File: src/rtl/mem_arbiter.sv
// Round-robin arbiter between the I and D engines for the shared memory port.
// Tracks outstanding reads by ID and routes out-of-order responses to their owner.
module mem_arbiter #(
  parameter int PA_WIDTH        = 32,
  parameter int REG_WIDTH       = 32,
  parameter int LINE_WIDTH      = 128,
  parameter int ID_WIDTH        = 4,
  parameter int MAX_OUTSTANDING = 4
) (
  input  logic                  clk,
  input  logic                  rst,

  input  logic                  i_i_req,
  input  logic [PA_WIDTH-1:0]   i_i_addr,
  input  logic [REG_WIDTH-1:0]  i_i_data,
  input  logic                  i_i_write,
  output logic                  o_i_grant,
  output logic [ID_WIDTH-1:0]   o_i_id,
  output logic                  o_i_resp_valid,
  output logic [LINE_WIDTH-1:0] o_i_resp_data,
  output logic [ID_WIDTH-1:0]   o_i_resp_id,

  input  logic                  i_d_req,
  input  logic [PA_WIDTH-1:0]   i_d_addr,
  input  logic [REG_WIDTH-1:0]  i_d_data,
  input  logic                  i_d_write,
  output logic                  o_d_grant,
  output logic [ID_WIDTH-1:0]   o_d_id,
  output logic                  o_d_resp_valid,
  output logic [LINE_WIDTH-1:0] o_d_resp_data,
  output logic [ID_WIDTH-1:0]   o_d_resp_id,

  output logic                  o_mem_enable,
  output logic [PA_WIDTH-1:0]   o_mem_addr,
  output logic [REG_WIDTH-1:0]  o_mem_data,
  output logic                  o_mem_write,
  output logic [ID_WIDTH-1:0]   o_mem_id,
  input  logic                  i_mem_ready,
  input  logic                  i_mem_enable,
  input  logic [LINE_WIDTH-1:0] i_mem_data,
  input  logic [ID_WIDTH-1:0]   i_mem_id_response,

  output logic                  o_err
);

  typedef enum logic {
    OWN_I = 1'b0,
    OWN_D = 1'b1
  } owner_t;

  localparam int DEPTH = 1 << ID_WIDTH;
  localparam int CW    = $clog2(MAX_OUTSTANDING + 1);
  localparam logic [CW-1:0] MAX_CNT = CW'(MAX_OUTSTANDING);

  logic [DEPTH-1:0]    r_tblValid;
  logic [DEPTH-1:0]    r_tblOwnerD;
  logic [ID_WIDTH-1:0] r_nextId;
  logic [CW-1:0]       r_count;
  owner_t              r_last;

  logic                 w_slotFree;
  logic                 w_readOk;
  logic                 w_iElig;
  logic                 w_dElig;
  logic                 w_grantI;
  logic                 w_grantD;
  logic                 w_grantAny;
  logic                 w_grantRead;
  logic                 w_winWrite;
  logic [PA_WIDTH-1:0]  w_winAddr;
  logic [REG_WIDTH-1:0] w_winData;
  logic                 w_rspHit;
  logic                 w_rspOwnerD;

  // Eligibility looks only at registered state, so a freed entry is usable next cycle.
  assign w_slotFree = !o_mem_enable || i_mem_ready;
  assign w_readOk   = (r_count < MAX_CNT) && !r_tblValid[r_nextId];
  assign w_iElig    = i_i_req && (i_i_write || w_readOk);
  assign w_dElig    = i_d_req && (i_d_write || w_readOk);

  always_comb begin
    w_grantI = 1'b0;
    w_grantD = 1'b0;
    if (rst && w_slotFree) begin
      if (w_iElig && w_dElig) begin
        if (r_last == OWN_I) begin
          w_grantD = 1'b1;
        end else begin
          w_grantI = 1'b1;
        end
      end else begin
        w_grantI = w_iElig;
        w_grantD = w_dElig;
      end
    end
  end

  assign w_grantAny  = w_grantI || w_grantD;
  assign w_grantRead = (w_grantI && !i_i_write) || (w_grantD && !i_d_write);
  assign w_winWrite  = w_grantD ? i_d_write : i_i_write;
  assign w_winAddr   = w_grantD ? i_d_addr  : i_i_addr;
  assign w_winData   = w_grantD ? i_d_data  : i_i_data;

  assign w_rspHit    = i_mem_enable && r_tblValid[i_mem_id_response];
  assign w_rspOwnerD = r_tblOwnerD[i_mem_id_response];

  assign o_i_grant = w_grantI;
  assign o_d_grant = w_grantD;
  assign o_i_id    = (w_grantI && !i_i_write) ? r_nextId : '0;
  assign o_d_id    = (w_grantD && !i_d_write) ? r_nextId : '0;

  // Single downstream slot: loads the winner, drains on ready, holds under backpressure.
  always_ff @(posedge clk or negedge rst) begin
    if (!rst) begin
      o_mem_enable <= 1'b0;
      o_mem_addr   <= '0;
      o_mem_data   <= '0;
      o_mem_write  <= 1'b0;
      o_mem_id     <= '0;
    end else if (w_grantAny) begin
      o_mem_enable <= 1'b1;
      o_mem_addr   <= w_winAddr;
      o_mem_data   <= w_winData;
      o_mem_write  <= w_winWrite;
      o_mem_id     <= w_winWrite ? '0 : r_nextId;
    end else if (i_mem_ready) begin
      o_mem_enable <= 1'b0;
    end
  end

  // A response hit and a read allocation never touch the same entry in one cycle.
  always_ff @(posedge clk or negedge rst) begin
    if (!rst) begin
      r_tblValid  <= '0;
      r_tblOwnerD <= '0;
      r_nextId    <= '0;
      r_count     <= '0;
      r_last      <= OWN_I;
    end else begin
      if (w_grantAny) begin
        r_last <= w_grantD ? OWN_D : OWN_I;
      end
      if (w_rspHit) begin
        r_tblValid[i_mem_id_response] <= 1'b0;
      end
      if (w_grantRead) begin
        r_tblValid[r_nextId]  <= 1'b1;
        r_tblOwnerD[r_nextId] <= w_grantD;
        r_nextId              <= r_nextId + ID_WIDTH'(1);
      end
      case ({w_grantRead, w_rspHit})
        2'b10:   r_count <= r_count + CW'(1);
        2'b01:   r_count <= r_count - CW'(1);
        default: r_count <= r_count;
      endcase
    end
  end

  always_ff @(posedge clk or negedge rst) begin
    if (!rst) begin
      o_i_resp_valid <= 1'b0;
      o_i_resp_data  <= '0;
      o_i_resp_id    <= '0;
      o_d_resp_valid <= 1'b0;
      o_d_resp_data  <= '0;
      o_d_resp_id    <= '0;
      o_err          <= 1'b0;
    end else begin
      o_i_resp_valid <= w_rspHit && !w_rspOwnerD;
      o_d_resp_valid <= w_rspHit && w_rspOwnerD;
      if (w_rspHit && !w_rspOwnerD) begin
        o_i_resp_data <= i_mem_data;
        o_i_resp_id   <= i_mem_id_response;
      end
      if (w_rspHit && w_rspOwnerD) begin
        o_d_resp_data <= i_mem_data;
        o_d_resp_id   <= i_mem_id_response;
      end
      if (i_mem_enable && !r_tblValid[i_mem_id_response]) begin
        o_err <= 1'b1;
      end
    end
  end

endmodule

File: config.mk
export PLATFORM = sky130hd
export DESIGN_NAME = mem_arbiter
export DESIGN_NICKNAME = d
export VERILOG_FILES = /design/src/rtl/mem_arbiter.sv
export SDC_FILE = /design/constraint.sdc
export NUM_CORES = 1
export LEC_CHECK = 0
export CORE_AREA = 2 2 237 239
export CTS_CLUSTER_DIAMETER = 200
export DETAILED_ROUTE_END_ITERATION = 10
export DIE_AREA = 0 0 239 241
export GPL_ROUTABILITY_DRIVEN = 0
export GPL_TIMING_DRIVEN = 0
export PLACE_DENSITY_LB_ADDON = 0.05
export SLEW_MARGIN = 5
export SYNTH_ARGS = -nofsm -noshare
export SYNTH_HDL_FRONTEND = slang
export SYNTH_SLANG_ARGS = --single-unit
File: constraint.sdc
create_clock -name clk -period 3.6 [get_ports clk]
set_input_delay 0.9 -clock clk [delete_from_list [all_inputs] [get_ports clk]]
set_output_delay 0.9 -clock clk [all_outputs]
set_load 0.01 [all_outputs]
; Yosys cells after proc, flatten, opt, wreduce, memory -nomap -nowiden
; Cells that the tools add are included.
[totals]
register_bits = 377
input_bits = 268
out_inout_bits = 347
elab_cells = 85
[classes]
addsub = 3
order_cmp = 5
eq_ne = 2
n_mux = 29
bitwise = 3
reduce_logical = 26
[ops]
columns = op, n
row1 = two-way mux 32 bit, 2
row2 = two-way mux 16 bit, 2
row3 = AND 16 bit, 1
row4 = bitwise mux 16 bit, 1
row5 = inverter 16 bit, 1
row6 = bitwise OR 16 bit, 1
row7 = two-way mux 1 bit, 15
row8 = logical AND 1 bit, 13
row9 = binary-select mux 1 bit (select 4 bit), 3
row10 = two-way mux 4 bit, 3
row11 = "< comparator 4 x 5 -> 1 bit, second input constant", 2
row12 = demux 1 bit (select 4 bit), 2
row13 = ">= comparator 4 x 1 -> 1 bit, second input constant", 2
row14 = zero test 1 bit, 6
row15 = one-hot mux 3 bit (2 select lines), 1
row16 = logical OR 1 bit, 5
row17 = "adder 4 x 1 -> 4 bit, second input constant", 1
row18 = nonzero test 2 bit, 2
row19 = "adder 3 x 1 -> 3 bit, second input constant", 1
row20 = "< comparator 3 bit, second input constant", 1
row21 = "subtractor 3 x 1 -> 3 bit, second input constant", 1
row22 = "== test 2 x 1 -> 1 bit, second input constant", 1
row23 = "== test 2 bit, second input constant", 1

; Logic depth before layout (Yosys ltp)
[depth]
word_depth = 13
depth_mapped = 15
depth_no_buf = 11

; Worst setup path before layout
; OpenSTA, ideal clock, no wires.
[synth_path]
path_kind = input-to-reg
start = in i_mem_id_response[1]
end = reg o_i_resp_data[100]
setup_ps = 125
arrival_time_ps = 3162
t_required_ps = 3475
slack_ps = 313
stages = 9
n_path_buf = 5
cell_sequence = clkbuf_1 > buf_1 > mux4_2 > mux4_2 > or2_1 > buf_6 > buf_8 > buf_6 > mux2_4
[synth_via]
elab_chain_len = 4
word_cells_on_any_way = 7
cone_classes = mux (4) / reduce/logical (3)
[synth_rtl]
columns = item, line
row1 = "start, declared", 41  ; input logic [ID_WIDTH-1:0] i_mem_id_response,
row2 = "binary-select mux 1 bit (select 4 bit), on equally long branches", "104, 105"
row3 = "two-way mux 1 bit, on equally long branches", "104, 105"
row4 = logical AND 1 bit / zero test 1 bit (equally long branches), "104, 171"
row5 = logical AND 1 bit *, 171  ; if (w_rspHit && !w_rspOwnerD) begin
row6 = "end signal, assigned", 172  ; o_i_resp_data <= i_mem_data;
row7 = "end, declared", 20  ; output logic [LINE_WIDTH-1:0] o_i_resp_data,
; Every way passes the cells marked *; elsewhere a longest branch is shown, timed or not. The select of a mux whose other input is x is not followed.
; A chain may end at the register's enable or synchronous reset.

; Worst setup path in the final report
[layout_path]
start = reg r_nextId[3]
end = out o_i_grant
[layout_via]
elab_chain_len = 9
word_cells_on_any_way = 11
cone_classes = mux (4) / reduce/logical (7)
[layout_rtl]
columns = item, line
row1 = "start, declared", 57  ; logic [ID_WIDTH-1:0] r_nextId;
row2 = "start signal, assigned", 149  ; r_nextId <= r_nextId + ID_WIDTH'(1);
row3 = binary-select mux 1 bit (select 4 bit) *, 77  ; assign w_readOk = (r_count < MAX_CNT) && !r_tblValid[r_nextId];
row4 = two-way mux 1 bit (implied by the code) *, 77
row5 = zero test 1 bit *, 77
row6 = logical AND 1 bit *, 77
row7 = "logical OR 1 bit, on equally long branches", "78, 79"
row8 = "logical AND 1 bit, on equally long branches", "78, 79"
row9 = logical AND 1 bit, 85  ; if (w_iElig && w_dElig) begin
row10 = two-way mux 1 bit *, 85
row11 = two-way mux 1 bit *, 84  ; if (rst && w_slotFree) begin
row12 = "end, declared", 17  ; output logic o_i_grant,
; Marked as above.

==> results_dict.tcl <==
set metrics [dict create \
    status "finished, final reports clean" \
    synthFlopType "dfrtp_1" \
    final_util_pct 45.09 \
    yosysSeqAreaShare_pct 59.28 \
    grt_max_degree 109 \
    drc 0 \
    setup_viol 0 \
    die_w_um 239 \
    finalHoldViolCount 0 \
    cp-start-kind "flop" \
    preCtsSetupSlack_ps -1165 \
    finalClockSkew_ps 25.21 \
    syn_area_sq_mm 0.01591 \
    start_util_pct 29.00 \
    hold_ws_ps 227.3 \
    cts_tree "yes" \
    fin_setup_tns_ps 0 \
    clock-sinks 377 \
    arrival_ps 2600 \
    die_area_sq_mm 0.05760 \
    clk_pin_slew_ps 60 \
    dp.cells 2496 \
    nNetsFinal 2121 \
    die_h_um 241 \
    drive_gt1_share_pct 23.87 \
    syn_avg_cell_area_sq_um 13.51 \
    async_flop_share_pct 100.0 \
    yosysUniqueCellTypes 43 \
    cp_max_fo 7 \
    p_leak_nw 10.94 \
    cts_buffers 46 \
    maxCapViolations 0 \
    clockBufferDepth 3 \
    vdd_drop_max_uv 527.2 \
    final_cells 2595 \
    slew_violations 0 \
    dr.pass1.iters 5 \
    detail_route.iter0.violations 557 \
    cts_root_buf "clkbuf_16" \
    reg2reg_depth 15 \
    grt_pass1_vias 13189 \
    final.setup.worst_slack_ps 104.6 \
    path_class "reg -> out" \
    via_count 12479 \
    grt.total_usage_pct 21.16 \
    core_area_sq_mm 0.05488 \
    antenna_found_initial 11 \
    fp-row-count 86 \
    tightest_slew_ps 664.6 \
    fin_crit_sh_pct 97.09 \
    grt_pass1_wl_um 90250 \
    syn_to_final_growth_pct 55.48 \
    io-pin-count 615 \
    wl_per_cell_um 24.17 \
    ys.warnings.count 0 \
    min_period_ps 3495 \
    grt-ovfl-total 0 \
    holdCritPathClass "in -> async" \
    synth_edf_count 0 \
    critical_path_required_ps 2700 \
    max_freq_mhz 286.1 \
    hpwl_um 48120 \
    ant_nets 0 \
    routed_wl_um 62730 \
    slew_headroom_pct 55.69 \
    power.density_mw_per_mm2 809.3 \
    synth_fp_nets 1452 \
    htree_num_levels 2 \
    syn_inst 1178 \
    numPortBuffers 611 \
    vias_per_cell 4.809 \
    endpoint_kind "output pin" \
    insertion_delay_ps 580 \
    rsz0062_at_grt "false" \
    ys_ff_latch 377 \
]
[power by group]
part	total, mW	switching (mW)	leakage [nW]	internal (mW)
clock	4.73	1.90	0.780	2.83
combinational	8.57	3.87	5.40	4.70
sequential	6.72	0.890	4.77	5.83
[through the flow]
| stage | cell area, sq um | power (mW) |
|---|---|---|
| floorplan | 15910 | 10.44 |
| global placement | 22910 | 15.19 |
| detailed placement | 23000 | 15.22 |
| CTS | 24710 | 20.26 |
| global route | 24740 | 21.14 |
| finish | 24740 | 20.02 |
[routing by layer]
layer  vias to the layer above  wire length, um  GRT usage (%)
met5                         -               52              0
met4                         8             1423          6.098
met3                        86             6552          8.853
met2                       477            31750          37.24
met1                      6304            22950          23.33
li1                       5604                -              -
[cell families after synthesis]
kind of cell | synth area share (%)
fa+ha+maj | 0.5189
simple gates | 4.709
compound gates | 8.373
buf+inv | 3.255
mux | 23.53
xor+xnor | 0.3302
flops | 59.28
[worst max-delay path: stages, from the launching register on]
cell and delay, ps:
dfrtp_1 370, buf_6 140, mux2i_1 140, mux4_2 510, o211a_1 260, o21ai_0 390, a21oi_4 60, buf_4 170
[sequential cells by signal (all words and copies together) (netlist names), 4 cells and up]
| register | count |
|---|---|
| o_i_resp_id | 4 |
| o_d_resp_data | 128 |
| o_mem_data | 32 |
| o_d_resp_id | 4 |
| r_nextId | 4 |
| o_i_resp_data | 128 |
| o_mem_addr | 32 |
| r_tblOwnerD | 16 |
| o_mem_id | 4 |
| r_tblValid | 16 |
[cells in the mapped netlist (2+ instances only)]
library cell,count,share of area (%)
nor3_1,9,0.28
dfrtp_1,377,59
and4b_1,2,0.13
nand3_1,16,0.50
nor2_1,73,1.7
and3_1,2,0.079
mux2_2,206,15
inv_1,12,0.28
o21ai_0,72,2.3
nor2b_1,4,0.16
mux2_1,7,0.50
mux2i_1,4,0.25
buf_1,7,0.17
nand2b_1,2,0.079
nand4_1,5,0.20
a21o_1,2,0.094
buf_6,10,0.71
a21oi_1,66,2.1
xor2_1,2,0.11
mux2_4,69,6.5
clkbuf_1,44,1.0
mux4_2,12,1.7
a41oi_1,64,3.5
nand2_1,56,1.3
ha_1,5,0.39
buf_2,30,0.94
xnor2_1,4,0.22
[path summary, 6_finish.rpt]
kind                        startpoint                  to  slack, ps
min in group clk            r_count[0]          r_count[0]        470
max in group asynchronous          rst   o_d_resp_data[62]       1940
max reg2reg                r_nextId[3]          r_count[2]        250
min                                rst  o_i_resp_data[104]        230
min reg2reg                 r_count[0]          r_count[0]        470
max                        r_nextId[3]           o_i_grant        100
[final cells by class]
class,instances,area (sq um)
fillers,5101,30140
flip-flops and latches,377,9435
repair buffers,623,6235
multi-input cells,697,6061
clock buffers,67,1391
well taps,704,880.8
plain buffers,89,494.2
clock inverters,19,176.4
inverters,13,53.80
diodes,6,15.01
[placed cells by master (no fill, tap or decap), types with 10 or more instances in the layout]
cell               n
clkbuf_8          14
clkbuf_1          46
dfrtp_1          376
buf_2             35
mux4_2            12
clkdlybuf4s50_1  600
clkinv_2          12
mux2_2           204
a41oi_1           64
inv_1             12
nor2_1            72
nand3_1           16
o21ai_0           71
a21oi_1           64
mux2_4            71
clkbuf_16         48
buf_6             13
buf_4             10
nand2_1           54
[what timing repair did]
action | 4_1_cts | 5_1_grt
cloned | 1 | 0
pin swaps | 4 | 1
setup buffers | 8 | 1
hold buffers | 0 | 0
gates resized for setup | 66 | 19
endpoints found under the setup margin | 99 | 80
No activity file was read; power rests on OpenSTA's default activity.
